===== src/rtl/pipelined_segment_adder.sv =====
// pipelined_segment_adder
//   Add/subtract unit whose carry chain is cut into SEG_WIDTH-bit segments,
//   one pipeline stage per segment. Total depth is NSEG+1 register stages
//   (operand capture plus one stage per segment). A valid/ready handshake
//   stalls the whole pipe at once.
//
// Ports
//   clk, rst_n          : clock, asynchronous active-low reset
//   in_valid / in_ready : operand beat handshake (in_ready = !stall)
//   a, b [WIDTH]        : unsigned operands
//   cin                 : carry-in (add) / borrow-in (sub)
//   sub                 : 1 = a - b - cin, 0 = a + b + cin (per beat)
//   out_valid/out_ready : result handshake
//   sum [WIDTH+1]       : registered result; sum[WIDTH] is carry or borrow
module pipelined_segment_adder #(
  parameter int WIDTH     = 66,
  parameter int SEG_WIDTH = 16
) (
  input  logic             clk,
  input  logic             rst_n,
  input  logic             in_valid,
  output logic             in_ready,
  input  logic [WIDTH-1:0] a,
  input  logic [WIDTH-1:0] b,
  input  logic             cin,
  input  logic             sub,
  output logic             out_valid,
  input  logic             out_ready,
  output logic [WIDTH:0]   sum
);

  localparam int NSEG = (WIDTH + SEG_WIDTH - 1) / SEG_WIDTH;
  // Operands are zero-padded to a whole number of segments plus one bit.
  // The carry out of the real top bit then lands at bit WIDTH in both the
  // padded case (inside the last segment slice) and the exact-fit case
  // (the extra top bit), so the final carry is always r_s[NSEG][WIDTH].
  localparam int PW   = NSEG * SEG_WIDTH + 1;

  logic                           w_stall;
  logic [NSEG-1:0][PW-1:0]        r_a, r_b;    // operands still to be added
  logic [NSEG-1:0]                r_c;         // carry into the next segment
  logic [NSEG:0][PW-1:0]          r_s;         // partial result; r_s[0] is always 0
  logic [NSEG:0]                  r_sub;
  logic [NSEG:0]                  r_vld_pipe;
  logic [NSEG:1][SEG_WIDTH:0]     w_seg;
  logic [NSEG:1][PW-1:0]          w_nxt;

  assign w_stall   = out_valid && !out_ready;
  assign in_ready  = !w_stall;
  assign out_valid = r_vld_pipe[NSEG];
  // Subtract runs as a + ~b + ~cin, so the top bit is the inverted carry.
  assign sum       = {r_s[NSEG][WIDTH] ^ r_sub[NSEG], r_s[NSEG][WIDTH-1:0]};

  // Stage k adds segment k-1 and merges it into the de-skewed result.
  always_comb begin
    w_seg = '0;
    w_nxt = '0;
    for (int k = 1; k <= NSEG; k++) begin
      w_seg[k] = {1'b0, r_a[k-1][(k-1)*SEG_WIDTH +: SEG_WIDTH]}
               + {1'b0, r_b[k-1][(k-1)*SEG_WIDTH +: SEG_WIDTH]}
               + {{SEG_WIDTH{1'b0}}, r_c[k-1]};
      w_nxt[k] = r_s[k-1];
      w_nxt[k][(k-1)*SEG_WIDTH +: SEG_WIDTH] = w_seg[k][SEG_WIDTH-1:0];
      if (k == NSEG) w_nxt[k][PW-1] = w_seg[k][SEG_WIDTH];
    end
  end

  always_ff @(posedge clk or negedge rst_n) begin
    if (!rst_n) begin
      r_a        <= '0;
      r_b        <= '0;
      r_c        <= '0;
      r_s        <= '0;
      r_sub      <= '0;
      r_vld_pipe <= '0;
    end else if (!w_stall) begin
      // Capture runs every unstalled cycle; in_valid=0 simply enters a bubble.
      r_vld_pipe <= {r_vld_pipe[NSEG-1:0], in_valid};
      r_sub      <= {r_sub[NSEG-1:0], sub};
      r_a[0]     <= {{(PW-WIDTH){1'b0}}, a};
      r_b[0]     <= {{(PW-WIDTH){1'b0}}, (sub ? ~b : b)};
      r_c[0]     <= cin ^ sub;
      for (int k = 1; k < NSEG; k++) begin
        r_a[k] <= r_a[k-1];
        r_b[k] <= r_b[k-1];
        r_c[k] <= w_seg[k][SEG_WIDTH];
      end
      for (int k = 1; k <= NSEG; k++) r_s[k] <= w_nxt[k];
    end
  end

endmodule

===== config.mk =====
export PLATFORM = sky130hd
export DESIGN_NAME = pipelined_segment_adder
export DESIGN_NICKNAME = d
export VERILOG_FILES = /design/src/rtl/pipelined_segment_adder.sv
export SDC_FILE = /design/constraint.sdc
export NUM_CORES = 1
export LEC_CHECK = 0
export CAP_MARGIN = 10
export CORE_UTILIZATION = 63
export CTS_CLUSTER_DIAMETER = 150
export DETAILED_ROUTE_END_ITERATION = 7
export GPL_TIMING_DRIVEN = 0
export HOLD_SLACK_MARGIN = 0.03
export PLACE_DENSITY_LB_ADDON = 0.12
export SLEW_MARGIN = 20
export SYNTH_ARGS = -nofsm -noshare
export SYNTH_HDL_FRONTEND = slang
export SYNTH_SLANG_ARGS = --single-unit

===== constraint.sdc =====
create_clock -name clk -period 5 [get_ports clk]
set_clock_uncertainty 0.15 [all_clocks]
set_input_delay 1 -clock clk [delete_from_list [all_inputs] [get_ports clk]]
set_output_delay 1 -clock clk [all_outputs]
set_load 0.01 [all_outputs]

# --- After elaboration in Yosys (flattened, before gate mapping) ---
# Index checks and enable logic that the tools add are counted.
totals:
  ff_bits: 904
  inputBits: 138
op_classes:
  bitwise: 3
  n_reduce_logical: 3
  add_sub_neg: 10
  muxes: 1
ops:
  columns: ["operator", "count"]
  rows:
  - ["adder 16 x 16 -> 17 bit", 4]
  - ["adder 17 x 1 -> 17 bit", 4]
  - ["two-way mux 66 bit", 1]
  - ["inverter 66 bit", 1]
  - ["adder 2 x 2 -> 3 bit", 1]
  - ["adder 3 x 1 -> 3 bit", 1]
  - ["zero test 1 bit", 2]
  - ["bitwise XOR 1 bit", 2]
  - ["logical AND 1 bit", 1]

# --- Logic depth before layout (Yosys ltp) ---
# Gate-level depths: netlist of the first run.
logic_depth:
  depth_word: 3
  depth_mapped: 9
  ltp_nobuf: 9

# --- Least setup slack after synthesis of the first run ---
# Ideal clock, no wire load.
synth_timing:
  kind: "input port to output port"
  from: "in out_ready"
  to: "out in_ready"
  arrival_ns: 1.870
  path_buffers: 3
  required_time_ns: 3.850
  path_stages: 5
  path_slack_ns: 1.980
  cell_sequence: "nor2b_1 > buf_2 > inv_2 > clkbuf_1 > clkbuf_1"
synth_between:
  elab_chain_cells: 3
synth_lines:
  columns: ["element", "line", "text"]
  rows:
  - ["start, declared", "28", "input logic out_ready,"]
  - ["zero test 1 bit", "48", "assign w_stall = out_valid && !out_ready;"]
  - ["logical AND 1 bit", "48", null]
  - ["zero test 1 bit", null, null]
  - ["end, declared", "22", "output logic in_ready,"]
# Every way passes these cells.

# --- Worst setup path after layout of the first run ---
# Ends and elaborated chain as after synthesis.

==> results of run 1 <==
-- timing repair --
action / in CTS / in global routing
endpoints found under the setup margin: 1 / 0
hold endpoints to repair: 0 / 0
gates resized for setup: 0 / 0
-- metal layers --
metal / wire length (um) / GRT usage / part of all wire
met2: 29300 / 0.508 / 0.47
met1: 26900 / 0.440 / 0.44
met4: 2020 / 0.115 / 0.033
met5: 0 / 0 / 0
met3: 3620 / 0.0464 / 0.059
-- layout make-up --
type	count	area [um^2]
sequential	584	14600
clock buffer	85	1680
tap	525	657
fill	2852	9510
multi-input combinational	2050	9690
inverter	13	48.8
timing repair buffer	211	2220
clock inverter	19	284
buffer	207	1030
-- flip-flops by register name (all words and copies together) (netlist names) --
register,flops
r_a,170
r_b,170
r_c,5
r_s,161
r_sub,6
r_vld_pipe,6
sum,66
-- power breakdown --
part	switching (mW)	internal [mW]	total [mW]
Clock	1.78	2.68	4.46
Sequential	1.35	6.88	8.23
Combinational	4.68	3.37	8.06
Total	7.82	12.9	20.7
-- synthesized netlist by cell type (3+ instances only) --
library cell | count | area share
a211oi_1 | 17 | 0.0050
a21o_1 | 14 | 0.0041
a21oi_1 | 76 | 0.015
a31oi_1 | 3 | 0.00074
and3_1 | 7 | 0.0017
buf_1 | 9 | 0.0013
buf_2 | 4 | 0.00079
buf_4 | 66 | 0.020
clkbuf_1 | 129 | 0.019
dfrtp_1 | 584 | 0.58
fa_1 | 10 | 0.0079
ha_1 | 60 | 0.030
inv_1 | 12 | 0.0018
nand2_1 | 1471 | 0.22
nand2b_1 | 6 | 0.0015
nand3_1 | 3 | 0.00059
nand4_1 | 8 | 0.0020
nor2_1 | 62 | 0.0092
nor2b_1 | 4 | 0.00099
nor3_1 | 7 | 0.0014
o21a_1 | 7 | 0.0021
o21ai_0 | 125 | 0.025
o21ai_1 | 3 | 0.00059
o21bai_1 | 10 | 0.0030
o31ai_1 | 7 | 0.0021
xnor2_1 | 97 | 0.033
xor2_1 | 21 | 0.0072
-- worst max-delay path: cells and delay by family --
kind          cells  cell delay (ns)
buf+inv           5             2.29
simple gates      1             0.04
-- worst min-delay path by stage --
stage,start,endpoint,slack [ns]
after detailed placement,r_a[141]$_DFFE_PN0N_,r_a[141]$_DFFE_PN0N_,0.31
after floorplan,r_vld_pipe[4]$_DFFE_PN0N_,r_vld_pipe[4]$_DFFE_PN0N_,0.28
after global placement,r_vld_pipe[3]$_DFFE_PN0N_,r_vld_pipe[3]$_DFFE_PN0N_,0.30
after global routing,rst_n,sum[9]$_DFFE_PN0N_,0.20
after CTS,rst_n,sum[9]$_DFFE_PN0N_,0.17
final,rst_n,r_s[328]$_DFFE_PN0N_,0.17
-- through the flow --
step                utilization  setup TNS (ns)
floorplan                     -               0
global placement          0.707               -
detailed placement        0.711          -0.109
CTS                       0.761               0
global route              0.761               0
finish                    0.761               0
-- cell families after synthesis --
logic type / count (synthesis) / synth area share
AOI/OAI and AO/OA: 287 / 0.0667
DFF: 584 / 0.576
and+or+nand+nor: 1574 / 0.236
buffers and inverters: 221 / 0.0426
xor gates and xnor gates: 118 / 0.0407
adders and majority gates: 70 / 0.0375
muxes: 1 / 0.000394
==> impl_metrics.py, run 1 <==
metrics = {
    "outcome": {
        "status": "complete, no violations",
    },
    "sta": {
        "rsz0062_at_grt": "false",
        "hold_slack_ns": 0.174,
        "worst_pin_slew_ns": 1.17,
        "layout_setup_ws_ns": 0.481,
        "period_share": 0.904,
        "drv_slew": 0,
        "timing.fmax_mhz": 221,
        "slew_headroom": 0.220,
        "period_needed_ns": 4.52,
        "finalHoldViolations": 0,
        "setup_viol": 0,
    },
    "floorplan": {
        "ios": 207,
        "start_util": 0.639,
        "dieArea_um2": 41100,
        "die_h_um": 203,
        "fp.dieW_um": 203,
        "core_area_um2": 39700,
        "row_count": 73,
    },
    "drt": {
        "final_antenna_net_count": 0,
        "wl_per_cell_um": 16.7,
        "drc": 0,
        "viasPerCell": 5.37,
        "wl_mm": 61.8,
        "drtIter0Drc": 1348,
        "dr.pass1.iters": 5,
        "vias": 19827,
    },
    "cells_and_area": {
        "layout.cells.non_filler": 3694,
        "layout_commonest_cell": "nand2_1",
        "fin_area_um2": 30200,
        "drive_above_1_share": 0.0559,
        "antennaDiodeCount": 0,
        "nets": 3332,
        "final_cell_mix": "nand2_1, dfrtp_1, clkdlybuf4s50_1",
        "area_growth_pct": 19.1,
    },
    "global_route": {
        "grt_use_total": 0.315,
        "overflow": 0,
        "antenna_found_initial": 0,
        "grt_max_degree": 108,
        "grt_pass1_wl_mm": 101,
        "grt_pass1_vias": 19565,
    },
    "worst_setup_path": {
        "cp_slowest_cell": "clkdlybuf4s50_1",
        "critPathMaxFanout": 18,
        "r2r_end": "r_c[4]$_DFFE_PN0N_",
        "end_kind": "output pin",
        "crit_start": "out_ready",
        "critical_path.endpoint": "in_ready",
        "rrSetupSlack_ns": 1.62,
        "path_cells": "clkdlybuf4s50_1 -> nor2b_1 -> buf_2 -> inv_2 -> clkbuf_1 -> clkdlybuf4s50_1",
        "critPathArrivalTime_ns": 3.37,
        "r2r_start": "r_c[3]$_DFFE_PN0N_",
        "r2r_cells": 9,
        "crit_type": "in2out",
        "required_ns": 3.85,
        "critical_path.max_stage_delay_ns": 0.65,
        "cpMostUsedCell": "clkdlybuf4s50_1",
        "critPathLaunchType": "primary input",
    },
    "place": {
        "dp_slack_ns": -0.109,
        "routabilityCongestion": 0.912,
        "placed_cell_area_um2": 28300,
        "portBuffers": 205,
        "dp_hpwl_mm": 44.8,
        "dp.cells": 3591,
    },
    "synth": {
        "yosysUniqueCellTypes": 55,
        "async_flop_share": 1.00,
        "ys_warn_count": 65,
        "synthesis.nets": 3063,
        "synth_edf_count": 0,
        "netlist_instances": 2855,
        "synth-seq-cells": 584,
        "yosys_most_used_dff": "dfrtp_1",
        "syn_area_um2": 25400,
        "syn_avg_cell_area_um2": 8.89,
        "ys_seq_area_frac": 0.576,
    },
    "clock_network": {
        "clock_path_buffers": 3,
        "htreeDepth": 2,
        "clock-sinks": 584,
        "hold_buffers": 0,
        "post_cts_buffers": 0,
        "cts_tree": "done",
        "clk_latency_ns": 0.61,
        "cts_buffers": 57,
        "clkSlewWorstSetupHoldPaths_ns": 0.06,
        "cts_root_buffer": "clkbuf_16",
    },
    "power_and_ir_drop": {
        "p_per_area_nw_per_um2": 686,
        "fin_total_pwr_mw": 20.7,
        "leakage_nw": 15.1,
        "max-vdd-ir-drop_mv": 0.379,
    },
    "run": {
        "maxCapViolations": 0,
    },
    "hold_path": {
        "hp-class": "in2async",
    },
}
Note: power is estimated with default switching activity, not from simulation.
==> inputs of run 2 (changes only) <==
--- a/config.mk
+++ b/config.mk
@@ -6,6 +6,7 @@
 export NUM_CORES = 1
 export LEC_CHECK = 0
 export CAP_MARGIN = 10
+export CORE_MARGIN = 1.5
 export CORE_UTILIZATION = 63
 export CTS_CLUSTER_DIAMETER = 150
 export DETAILED_ROUTE_END_ITERATION = 7
==> run 2 against run 1 <==
- critical path depth did not move
- via count fell by 0.51%
- power fell by 1.1%
- utilization fell by 0.40 points
- sequential cell count did not move
- setup slack got worse by 0.061 ns
- sequential share of layout area rose by 0.25 points
- cell area fell by 0.52%
- global-route usage fell by 0.22 points
- wire length rose by 1.0%
- fmax fell by 1.3%
- worst hold slack improved by 0.14 ns
- critical path type unchanged
==> impl_metrics.py, run 2 (synthesis results as in run 1) <==
metrics = {
    "worst_setup_path": {
        "cpMostUsedCell": "clkdlybuf4s50_1",
        "crit_type": "in2out",
        "timing.critical_path.buf_inv": 5,
        "cp_slowest_cell": "clkdlybuf4s50_1",
        "cp.depth": 6,
        "required_ns": 3.85,
        "r2r_cells": 7,
        "critPathLaunchType": "primary input",
        "critical_path.top_delay_family": "buffers and inverters",
        "critical_path.max_stage_delay_ns": 0.65,
        "critPathArrivalTime_ns": 3.43,
        "end_kind": "output pin",
        "path_cells": "clkdlybuf4s50_1 -> nor2b_1 -> buf_2 -> inv_2 -> clkbuf_1 -> clkdlybuf4s50_1",
        "critPathMaxFanout": 18,
    },
    "power_and_ir_drop": {
        "p_comb_frac": 0.397,
        "p_clk_frac": 0.201,
        "leakage_nw": 15.0,
        "max-vdd-ir-drop_mv": 0.342,
        "swShare": 0.385,
        "p_switching_mw": 7.90,
        "p_int_mw": 12.6,
        "pwr-share-seq": 0.402,
        "p_per_area_nw_per_um2": 682,
    },
    "drt": {
        "final_antenna_net_count": 0,
        "vias": 19725,
        "dr.pass1.iters": 6,
        "drc": 0,
        "top_layer_used": "met4",
        "route.met2.wl_mm": 28.9,
        "drtIter0Drc": 1291,
        "wl_met1_mm": 27.6,
        "met3_length_mm": 4.00,
        "viasPerCell": 5.34,
        "wl_mm": 62.5,
        "wl_per_cell_um": 16.9,
    },
    "hold_path": {
        "hp-class": "reg2reg",
        "holdPathStages": 2,
    },
    "cells_and_area": {
        "fillers": 2844,
        "layout.cells.non_filler": 3692,
        "final_cell_mix": "nand2_1, dfrtp_1, clkdlybuf4s50_1",
        "layout_commonest_cell": "nand2_1",
        "area_growth_pct": 18.4,
        "antennaDiodeCount": 0,
        "drive_above_1_share": 0.0553,
        "reg_top3": "r_a: 170 flops, r_b: 170 flops, r_s: 161 flops",
        "nets": 3332,
        "postLayoutCoreUtil": 0.757,
        "fin_area_um2": 30100,
    },
    "sta": {
        "finalHoldViolations": 0,
        "drv_slew": 0,
        "rsz0062_at_grt": "false",
        "hold_slack_ns": 0.310,
        "period_needed_ns": 4.58,
        "timing.fmax_mhz": 218,
        "period_share": 0.916,
        "setup_viol": 0,
        "slew_headroom": 0.309,
        "layout_setup_ws_ns": 0.419,
        "worst_pin_slew_ns": 1.04,
    },
    "global_route": {
        "grt_pass1_vias": 19379,
        "grt_pass1_wl_mm": 101,
        "grt_max_degree": 105,
        "overflow": 0,
        "antenna_found_initial": 0,
        "grt_use_total": 0.313,
    },
    "floorplan": {
        "die_h_um": 204,
        "row_count": 73,
        "fp.dieW_um": 204,
        "core_area_um2": 39700,
        "ios": 207,
        "dieArea_um2": 41500,
        "start_util": 0.639,
    },
    "place": {
        "dp.cells": 3591,
        "routabilityCongestion": 0.914,
        "dp_slack_ns": -0.0615,
        "portBuffers": 205,
        "dp_hpwl_mm": 45.6,
        "placed_cell_area_um2": 28300,
    },
    "clock_network": {
        "clk_latency_ns": 0.60,
        "htreeDepth": 2,
        "cts_root_buffer": "clkbuf_16",
        "clock-sinks": 584,
        "clkSlewWorstSetupHoldPaths_ns": 0.06,
        "cts_tree": "done",
        "cts_buffers": 56,
        "clock_path_buffers": 3,
    },
    "run": {
        "maxCapViolations": 0,
    },
    "outcome": {
        "status": "complete, no violations",
    },
}
==> run 2: cell types whose count changed in the layout (fill, tap and decap cells not counted), sizes merged <==
cell         delta
dlygate4sd3     +1
bufinv          -6
clkinv          +3
==> run 2: timing repair <==
item                       in CTS  in global routing
resized for setup               0                  0
hold endpoints to repair        8                  0
setup buffers                   0                  0
setup endpoints to repair       1                  0
hold buffers                    1                  0
==> run 2: metal layers <==
| metal | track usage | up-vias |
|---|---|---|
| met4 | 0.109 | 0 |
| met5 | 0 | - |
| li1 | - | 9495 |
| met2 | 0.499 | 604 |
| met1 | 0.444 | 9521 |
| met3 | 0.0460 | 105 |
==> run 2: per-stage QoR <==
step	power, mW	setup TNS [ns]
floorplan	13.3	0
global placement	16.0	-
detailed placement	16.3	-0.0615
CTS	20.5	0
global route	22.0	0
finish	20.5	0
==> run 2: tightest hold or removal path, stage by stage (launching register included) <==
cell     delay [ns]
dfrtp_1        0.34
nand2_1        0.05
nand2_1        0.05
==> run 2: cell type report <==
| class | count | area, um^2 | area share |
|---|---|---|---|
| plain buffers | 207 | 1030 | 0.0343 |
| clock buffers | 85 | 1670 | 0.0556 |
| clock inverters | 16 | 126 | 0.00420 |
| inverters | 13 | 48.8 | 0.00162 |
| multi-input cells | 2050 | 9690 | 0.322 |
| flip-flops and latches | 584 | 14600 | 0.486 |
| well taps | 525 | 657 | 0.0218 |
| repair buffers | 212 | 2230 | 0.0742 |
==> run 2: path summary, 6_finish.rpt <==
| kind | from | end | slack (ns) |
|---|---|---|---|
| worst max-delay path | out_ready | in_ready | 0.42 |
| worst min-delay path | r_a[56]$_DFFE_PN0N_ | r_a[137]$_DFFE_PN0N_ | 0.31 |
| worst max register to register | r_vld_pipe[5]$_DFFE_PN0N_ | r_s[281]$_DFFE_PN0N_ | 1.51 |
| worst min register to register | r_a[56]$_DFFE_PN0N_ | r_a[137]$_DFFE_PN0N_ | 0.31 |
| max in group asynchronous | rst_n | r_a[46]$_DFFE_PN0N_ | 2.37 |
| min in group asynchronous | rst_n | sum[4]$_DFFE_PN0N_ | 0.65 |
==> run 2: power groups by stage <==
stage          Combinational (mW)  Clock [mW]  Sequential, mW
6_report                     8.14        4.12            8.24
3_3_place_gp                 7.77           0            8.22
5_1_grt                      9.15        4.36            8.45
3_5_place_dp                 8.03           0            8.26
4_1_cts                      8.13        4.16            8.20
2_1_floorplan                5.56           0            7.77
